### config.mk
export PLATFORM = sky130hd
export DESIGN_NAME = scan_sched
export DESIGN_NICKNAME = d
export VERILOG_FILES = /design/src/rtl/scan_sched.sv
export SDC_FILE = /design/constraint.sdc
export NUM_CORES = 1
export LEC_CHECK = 0
export CAP_MARGIN = 15
export CORE_UTILIZATION = 52
export CTS_CLUSTER_SIZE = 8
export DETAILED_ROUTE_END_ITERATION = 10
export HOLD_SLACK_MARGIN = 0.03
export PLACE_DENSITY = 0.83
export SKIP_CTS_REPAIR_TIMING = 1
export SLEW_MARGIN = 10
export SYNTH_ARGS = -nofsm -noshare
export SYNTH_HDL_FRONTEND = slang
export SYNTH_SLANG_ARGS = --single-unit
### constraint.sdc
create_clock -name clk -period 7.5 [get_ports clk]
set_clock_uncertainty 0.1 [all_clocks]
set_input_delay 1.125 -clock clk [delete_from_list [all_inputs] [get_ports clk]]
set_output_delay 1.125 -clock clk [all_outputs]
set_load 0.05 [all_outputs]
### src/rtl/scan_sched.sv
// Raster scheduler for the metaball datapath: strobes each pixel, waits for all evaluators,
// thresholds the field sum and writes one bit per pixel. Optional watchdog: SCAN_SCHED_WDOG_EN.
module scan_sched #(
    parameter int unsigned H_RES   = 32,
    parameter int unsigned V_RES   = 32,
    parameter logic [31:0] STEP    = 32'h0000_8000,
    parameter int unsigned N_BALLS = 2,
    parameter logic [31:0] THRESH  = 32'h0001_0000,
    parameter int unsigned ADDR_W  = 10
) (
    input  logic               clk,
    input  logic               rst,
    input  logic               frame_start,
    input  logic [N_BALLS-1:0] mb_vld,
    input  logic [31:0]        mb_sum,
    output logic               px_stb,
    output logic [31:0]        p_x,
    output logic [31:0]        p_y,
    output logic               wr_en,
    output logic [ADDR_W-1:0]  wr_addr,
    output logic               wr_data,
    output logic               busy,
    output logic               frame_done
`ifdef SCAN_SCHED_WDOG_EN
    ,
    output logic               wdog_err
`endif
);

    typedef enum logic [1:0] {StIdle, StIssue, StWait, StWrite} state_e;

    state_e              state_q, state_d;
    logic [ADDR_W-1:0]   col_q, col_d;
    logic [ADDR_W-1:0]   row_q, row_d;
    logic [ADDR_W-1:0]   addr_q, addr_d;
    logic [31:0]         px_q, px_d;
    logic [31:0]         py_q, py_d;
    logic                lit_q, lit_d;
    logic                pend_q, pend_d;
    logic                done_q, done_d;
`ifdef SCAN_SCHED_WDOG_EN
    logic [15:0]         cnt_q, cnt_d;
    logic                err_q, err_d;
`endif

    logic last_col, last_row;
    assign last_col = (col_q == ADDR_W'(H_RES - 1));
    assign last_row = (row_q == ADDR_W'(V_RES - 1));

    always_comb begin
        state_d = state_q;
        col_d   = col_q;
        row_d   = row_q;
        addr_d  = addr_q;
        px_d    = px_q;
        py_d    = py_q;
        lit_d   = lit_q;
        done_d  = 1'b0;
        // One-deep request queue; extra requests while busy are dropped.
        pend_d  = pend_q | (frame_start & (state_q != StIdle));
`ifdef SCAN_SCHED_WDOG_EN
        cnt_d   = cnt_q;
        err_d   = err_q;
`endif
        unique case (state_q)
            StIdle: begin
                if (frame_start || pend_q) begin
                    col_d   = '0;
                    row_d   = '0;
                    addr_d  = '0;
                    px_d    = '0;
                    py_d    = '0;
                    pend_d  = 1'b0;
                    state_d = StIssue;
                end
            end
            StIssue: begin
`ifdef SCAN_SCHED_WDOG_EN
                cnt_d   = '0;
`endif
                state_d = StWait;
            end
            StWait: begin
                if (&mb_vld) begin
                    lit_d   = (mb_sum >= THRESH);
                    state_d = StWrite;
                end
`ifdef SCAN_SCHED_WDOG_EN
                else if (cnt_q == 16'hFFFF) begin
                    lit_d   = 1'b0;
                    err_d   = 1'b1;
                    state_d = StWrite;
                end else begin
                    cnt_d = cnt_q + 16'd1;
                end
`endif
            end
            StWrite: begin
                // addr tracks row*H_RES+col without a multiplier.
                addr_d = addr_q + 1'b1;
                if (last_col && last_row) begin
                    done_d  = 1'b1;
                    state_d = StIdle;
                end else if (last_col) begin
                    col_d   = '0;
                    px_d    = '0;
                    row_d   = row_q + 1'b1;
                    py_d    = py_q + STEP;
                    state_d = StIssue;
                end else begin
                    col_d   = col_q + 1'b1;
                    px_d    = px_q + STEP;
                    state_d = StIssue;
                end
            end
            default: state_d = StIdle;
        endcase
    end

    always_ff @(posedge clk or posedge rst) begin
        if (rst) begin
            state_q <= StIdle;
            col_q   <= '0;
            row_q   <= '0;
            addr_q  <= '0;
            px_q    <= '0;
            py_q    <= '0;
            lit_q   <= 1'b0;
            pend_q  <= 1'b0;
            done_q  <= 1'b0;
`ifdef SCAN_SCHED_WDOG_EN
            cnt_q   <= '0;
            err_q   <= 1'b0;
`endif
        end else begin
            state_q <= state_d;
            col_q   <= col_d;
            row_q   <= row_d;
            addr_q  <= addr_d;
            px_q    <= px_d;
            py_q    <= py_d;
            lit_q   <= lit_d;
            pend_q  <= pend_d;
            done_q  <= done_d;
`ifdef SCAN_SCHED_WDOG_EN
            cnt_q   <= cnt_d;
            err_q   <= err_d;
`endif
        end
    end

    assign px_stb     = (state_q == StIssue);
    assign wr_en      = (state_q == StWrite);
    assign busy       = (state_q != StIdle);
    assign wr_addr    = addr_q;
    assign wr_data    = lit_q;
    assign p_x        = px_q;
    assign p_y        = py_q;
    assign frame_done = done_q;
`ifdef SCAN_SCHED_WDOG_EN
    assign wdog_err   = err_q;
`endif

endmodule

# After elaboration in Yosys (flattened, before gate mapping)
# Cells that the tools add are included.
[classes]
addsub = 5
order_cmp = 1
n_eq_ne = 9
mux = 23
bitwise = 2
n_reduce_logical = 11
[op_table]
columns = ["operator", "n"]
rows = [
  ["two-way mux 32 bit", 5],
  ["case mux 32 bit (2 select lines)", 2],
  ["adder 32 x 16 -> 32 bit (second input constant)", 2],
  ["case mux 10 bit (2 select lines)", 3],
  ["two-way mux 10 bit", 5],
  ["greater-or-equal comparator 32 x 17 -> 1 bit (second input constant)", 1],
  ["adder 10 x 1 -> 10 bit (second input constant)", 3],
  ["equality test 10 x 5 -> 1 bit (second input constant)", 2],
  ["case mux 2 bit (4 select lines)", 1],
  ["inequality test 2 bit (second input constant)", 3],
  ["AND reduction 2 bit", 3],
  ["AND reduction 3 bit", 2],
  ["two-way mux 1 bit", 5],
  ["equality test 2 bit (second input constant)", 2],
  ["two-way mux 2 bit", 2],
  ["AND reduction 4 bit", 1],
  ["nonzero test 2 bit", 2],
  ["equality test 2 x 1 -> 1 bit (second input constant)", 1],
  ["logical NOT 2 bit", 1],
  ["inequality test 2 x 1 -> 1 bit (second input constant)", 1],
  ["AND 1 bit", 1],
  ["logical AND 1 bit", 1],
  ["logical OR 1 bit", 1],
  ["bitwise OR 1 bit", 1],
]
[totals]
reg_bits = 99
input_bits = 37
output_inout_bits = 79

# Depth between registers and ports, before layout
[logic_depth]
word_depth = 5
ltp_mapped = 9

# Worst setup path before layout
# OpenSTA, ideal clock, no wires.
[synth_path]
kind = "input port to flip-flop"
start = "input frame_start"
end = "register addr_q[0] (netlist: wr_addr[0])"
setup_ns = 0.086
arrival_ns = 2.486
required_ns = 7.314
path_slack_ns = 4.828
stages = 6
n_path_buf = 2
path_cell_list = "or3b_2 -> o21ai_0 -> clkbuf_1 -> buf_1 -> nand2_1 -> o21ai_0"
[synth_via]
elab_chain_len = 3
[synth_rtl]
columns = ["item", "line", "rtl"]
rows = [
  ["from (decl)", "13", "input logic frame_start,"],
  ["logical OR 1 bit", "67", "if (frame_start || pend_q) begin"],
  ["inequality test 2 bit (no source line)", "n/a", ""],
  ["AND reduction 2 bit (no source line)", "n/a", ""],
  ["to (signal assigned)", "139", "addr_q <= addr_d;"],
  ["to (decl)", "35", "logic [ADDR_W-1:0] addr_q, addr_d;"],
]
# No other way between the ends.
# A chain may end at the register's enable or synchronous reset.

# Worst setup path after layout
[layout_path]
start = "register state_q[0]"
end = "output wr_en"
[layout_via]
elab_chain_len = 1
[layout_rtl]
columns = ["item", "line", "rtl"]
rows = [
  ["from (decl)", "32", "state_e state_q, state_d;"],
  ["from (signal assigned)", "122", "state_q <= StIdle;"],
  ["from (signal assigned)", "136", "state_q <= state_d;"],
  ["equality test 2 bit", "153", "assign wr_en = (state_q == StWrite);"],
  ["to (decl)", "19", "output logic wr_en,"],
]
# No other way between the ends.

==> impl_metrics.env <==
export IMPL_synth_cells=470
export IMPL_fin_crit_ps=3360
export IMPL_synth_most_common_cell="dfrtp_1"
export IMPL_worstPathRequired_ps=6270
export IMPL_tns_ps=0
export IMPL_yosys_area_share_adder=0.0273
export IMPL_clk_latency_ps=340
export IMPL_synth_top_family_by_area="simple AND/OR/NAND/NOR gates"
export IMPL_rsz0062_at_grt="false"
export IMPL_final_nets=577
export IMPL_cts_max_level=3
export IMPL_p_total_mw=1.49
export IMPL_ys_flop_type="dfrtp_1"
export IMPL_holdPathStages=2
export IMPL_cp_arrival_ps=2130
export IMPL_core_area_mm2=0.00769
export IMPL_fin_area_mm2=0.00492
export IMPL_clockBufferDepth=2
export IMPL_start_kind="flip-flop"
export IMPL_synth_xor_area_share=0.0213
export IMPL_synth_seq_cells=69
export IMPL_end_kind="output port"
export IMPL_synth_top_area_share=0.419
export IMPL_ios=116
export IMPL_tightest_slew_ps=870
export IMPL_cts_root_buffer="clkbuf_8"
export IMPL_diodes=0
export IMPL_dp_cells=622
export IMPL_first_pass_iters=5
export IMPL_die_w_um=91
export IMPL_async_reset_ff_frac=1.00
export IMPL_synth_compound_area_share=0.154
export IMPL_mappedNetlistArea_mm2=0.00412
export IMPL_grt_pass1_wl_um=16100
export IMPL_grt_start_max_net_pins=70
export IMPL_r2r_cells=9
export IMPL_path_clk_slew_ps=70
export IMPL_cts_tree="done"
export IMPL_clock_sinks=69
export IMPL_hold_path_class="reg -> reg"
export IMPL_fin_crit_sh=0.448
export IMPL_avgSynthCellArea_um2=8.76
export IMPL_initial_core_util=0.536
export IMPL_place_congestion=0.881
export IMPL_powerDensity_mw_per_mm2=304
export IMPL_synth_cell_types=52
export IMPL_vias=3756
export IMPL_grt_antenna_before_repair=0
export IMPL_wire_per_inst_um=14.8
export IMPL_grt_pass1_vias=3527
export IMPL_fin_cells=638
export IMPL_core_rowCount=32
export IMPL_drt_iter0_markers=240
export IMPL_setup_viol=0
export IMPL_status="finished clean"
export IMPL_synth_edf_count=0
export IMPL_crit_chain="ha_1 > buf_4 > clkdlybuf4s50_1"
export IMPL_cp_max_fo=35
export IMPL_numCtsBuffers=9
export IMPL_critPathKind="reg -> out"
export IMPL_placed_area_mm2=0.00474
export IMPL_slowest_stage="clkdlybuf4s50_1"
export IMPL_grt_usage=0.238
export IMPL_power_leakage_nw=2.05
export IMPL_hold_viol=0
export IMPL_cap_violations=0
export IMPL_slowest_delay_ps=880
export IMPL_synthMuxAreaShare=0.0194
export IMPL_postRouteAntennaNets=0
export IMPL_drive_gt1_frac=0.0522
export IMPL_synth_area_leader_cell="dfrtp_1"
export IMPL_die_area_mm2=0.00828
export IMPL_yosysWarnings=0
export IMPL_area_growth_pct=19.3
export IMPL_drc_errors=0
export IMPL_yosys_area_share_simple=0.263
export IMPL_dpl_hpwl_um=6300
export IMPL_pre_cts_ws_ps=3970
export IMPL_ys_seq_area_frac=0.419
export IMPL_slew_headroom=0.420
export IMPL_finalWirelength_um=9450
export IMPL_synth_area_leaders="dfrtp_1 (42%), buf_4 (5.7%), nand2_1 (4.7%)"
export IMPL_peakVddDrop_mv=0.202
export IMPL_io_buffers=69
export IMPL_viasPerCell=5.89
export IMPL_ys_top_cells_by_count="dfrtp_1 (69), nand2_1 (52), nor2_1 (41)"
export IMPL_timing_fmax_mhz=298
export IMPL_timing_final_ws_setup_ps=4140
export IMPL_grt_ovfl_total=0
export IMPL_maxSlewViolCount=0
export IMPL_die_height_um=91
-- routing by layer --
metal	wire length (um)	global-route usage	part of all wire
met1	4190	0.313	0.44
met2	4670	0.397	0.49
met3	480	0.0444	0.051
met4	110	0.0780	0.012
met5	0	0	0
-- area by class of cell --
| type | instances | area, um^2 |
|---|---|---|
| Clock buffer | 15 | 166 |
| Clock inverter | 1 | 5.00 |
| Fill cell | 663 | 2770 |
| Inverter | 12 | 45.0 |
| Multi-Input combinational cell | 365 | 2120 |
| Sequential cell | 69 | 1730 |
| Tap cell | 102 | 128 |
| Timing Repair Buffer | 74 | 728 |
-- kinds of logic after synthesis --
| logic type | Yosys count |
|---|---|
| muxes | 8 |
| and+or+nand+nor | 208 |
| AOI/OAI and AO/OA | 100 |
| adders and majority gates | 9 |
| buffers and inverters | 65 |
| other | 1 |
| DFF | 69 |
| xor gates and xnor gates | 10 |
-- flip-flops by register name, summed over array words and instances, names as in the netlist --
name        cells
col_q          10
frame_done      1
p_x            17
p_y            17
pend_q          1
row_q          10
state_q         2
wr_addr        10
wr_data         1
-- critical path: cells and delay by family (launching register included) --
family                     cells  cell delay [ps]
buffers and inverters          2             1230
DFF                            1              400
adders and majority gates      1              170
-- cell usage in the layout (no fill, tap or decap), drive strengths merged, types with 8 or more instances in the layout --
cell type	synthesis	layout
o211ai	12	12
conb	1	30
clkbuf	14	15
mux2i	8	8
ha	9	9
dfrtp	69	69
or3	12	12
nand2	52	52
nor3	12	12
nand4	16	16
nor4	10	10
clkdlybuf4s50	0	69
or4	12	12
nand3	30	30
nor2	41	41
o21ai	39	39
a21oi	16	16
inv	12	12
-- report_power, final --
part / internal (mW) / switching (mW)
sequential: 0.428 / 0.0708
combinational: 0.199 / 0.524
clock: 0.138 / 0.134
total: 0.766 / 0.728
-- stage by stage --
step           hold slack, ps  utilization
6_report                  390        0.639
5_1_grt                   465        0.639
4_1_cts                   398        0.639
3_5_place_dp              383        0.617
3_3_place_gp              366        0.617
2_1_floorplan             386            -
-- final timing paths --
check / startpoint / end / slack, ps
worst min register to register: wr_data / wr_data / 390
worst max register to register: state_q[0] / p_x[21] / 4580
worst min-delay path: wr_data / wr_data / 390
max in group asynchronous: rst / col_q[0] / 5470
worst max-delay path: state_q[0] / wr_en / 4140
min in group asynchronous: rst / p_y[21] / 1270
(Power assumes the default switching activity.)
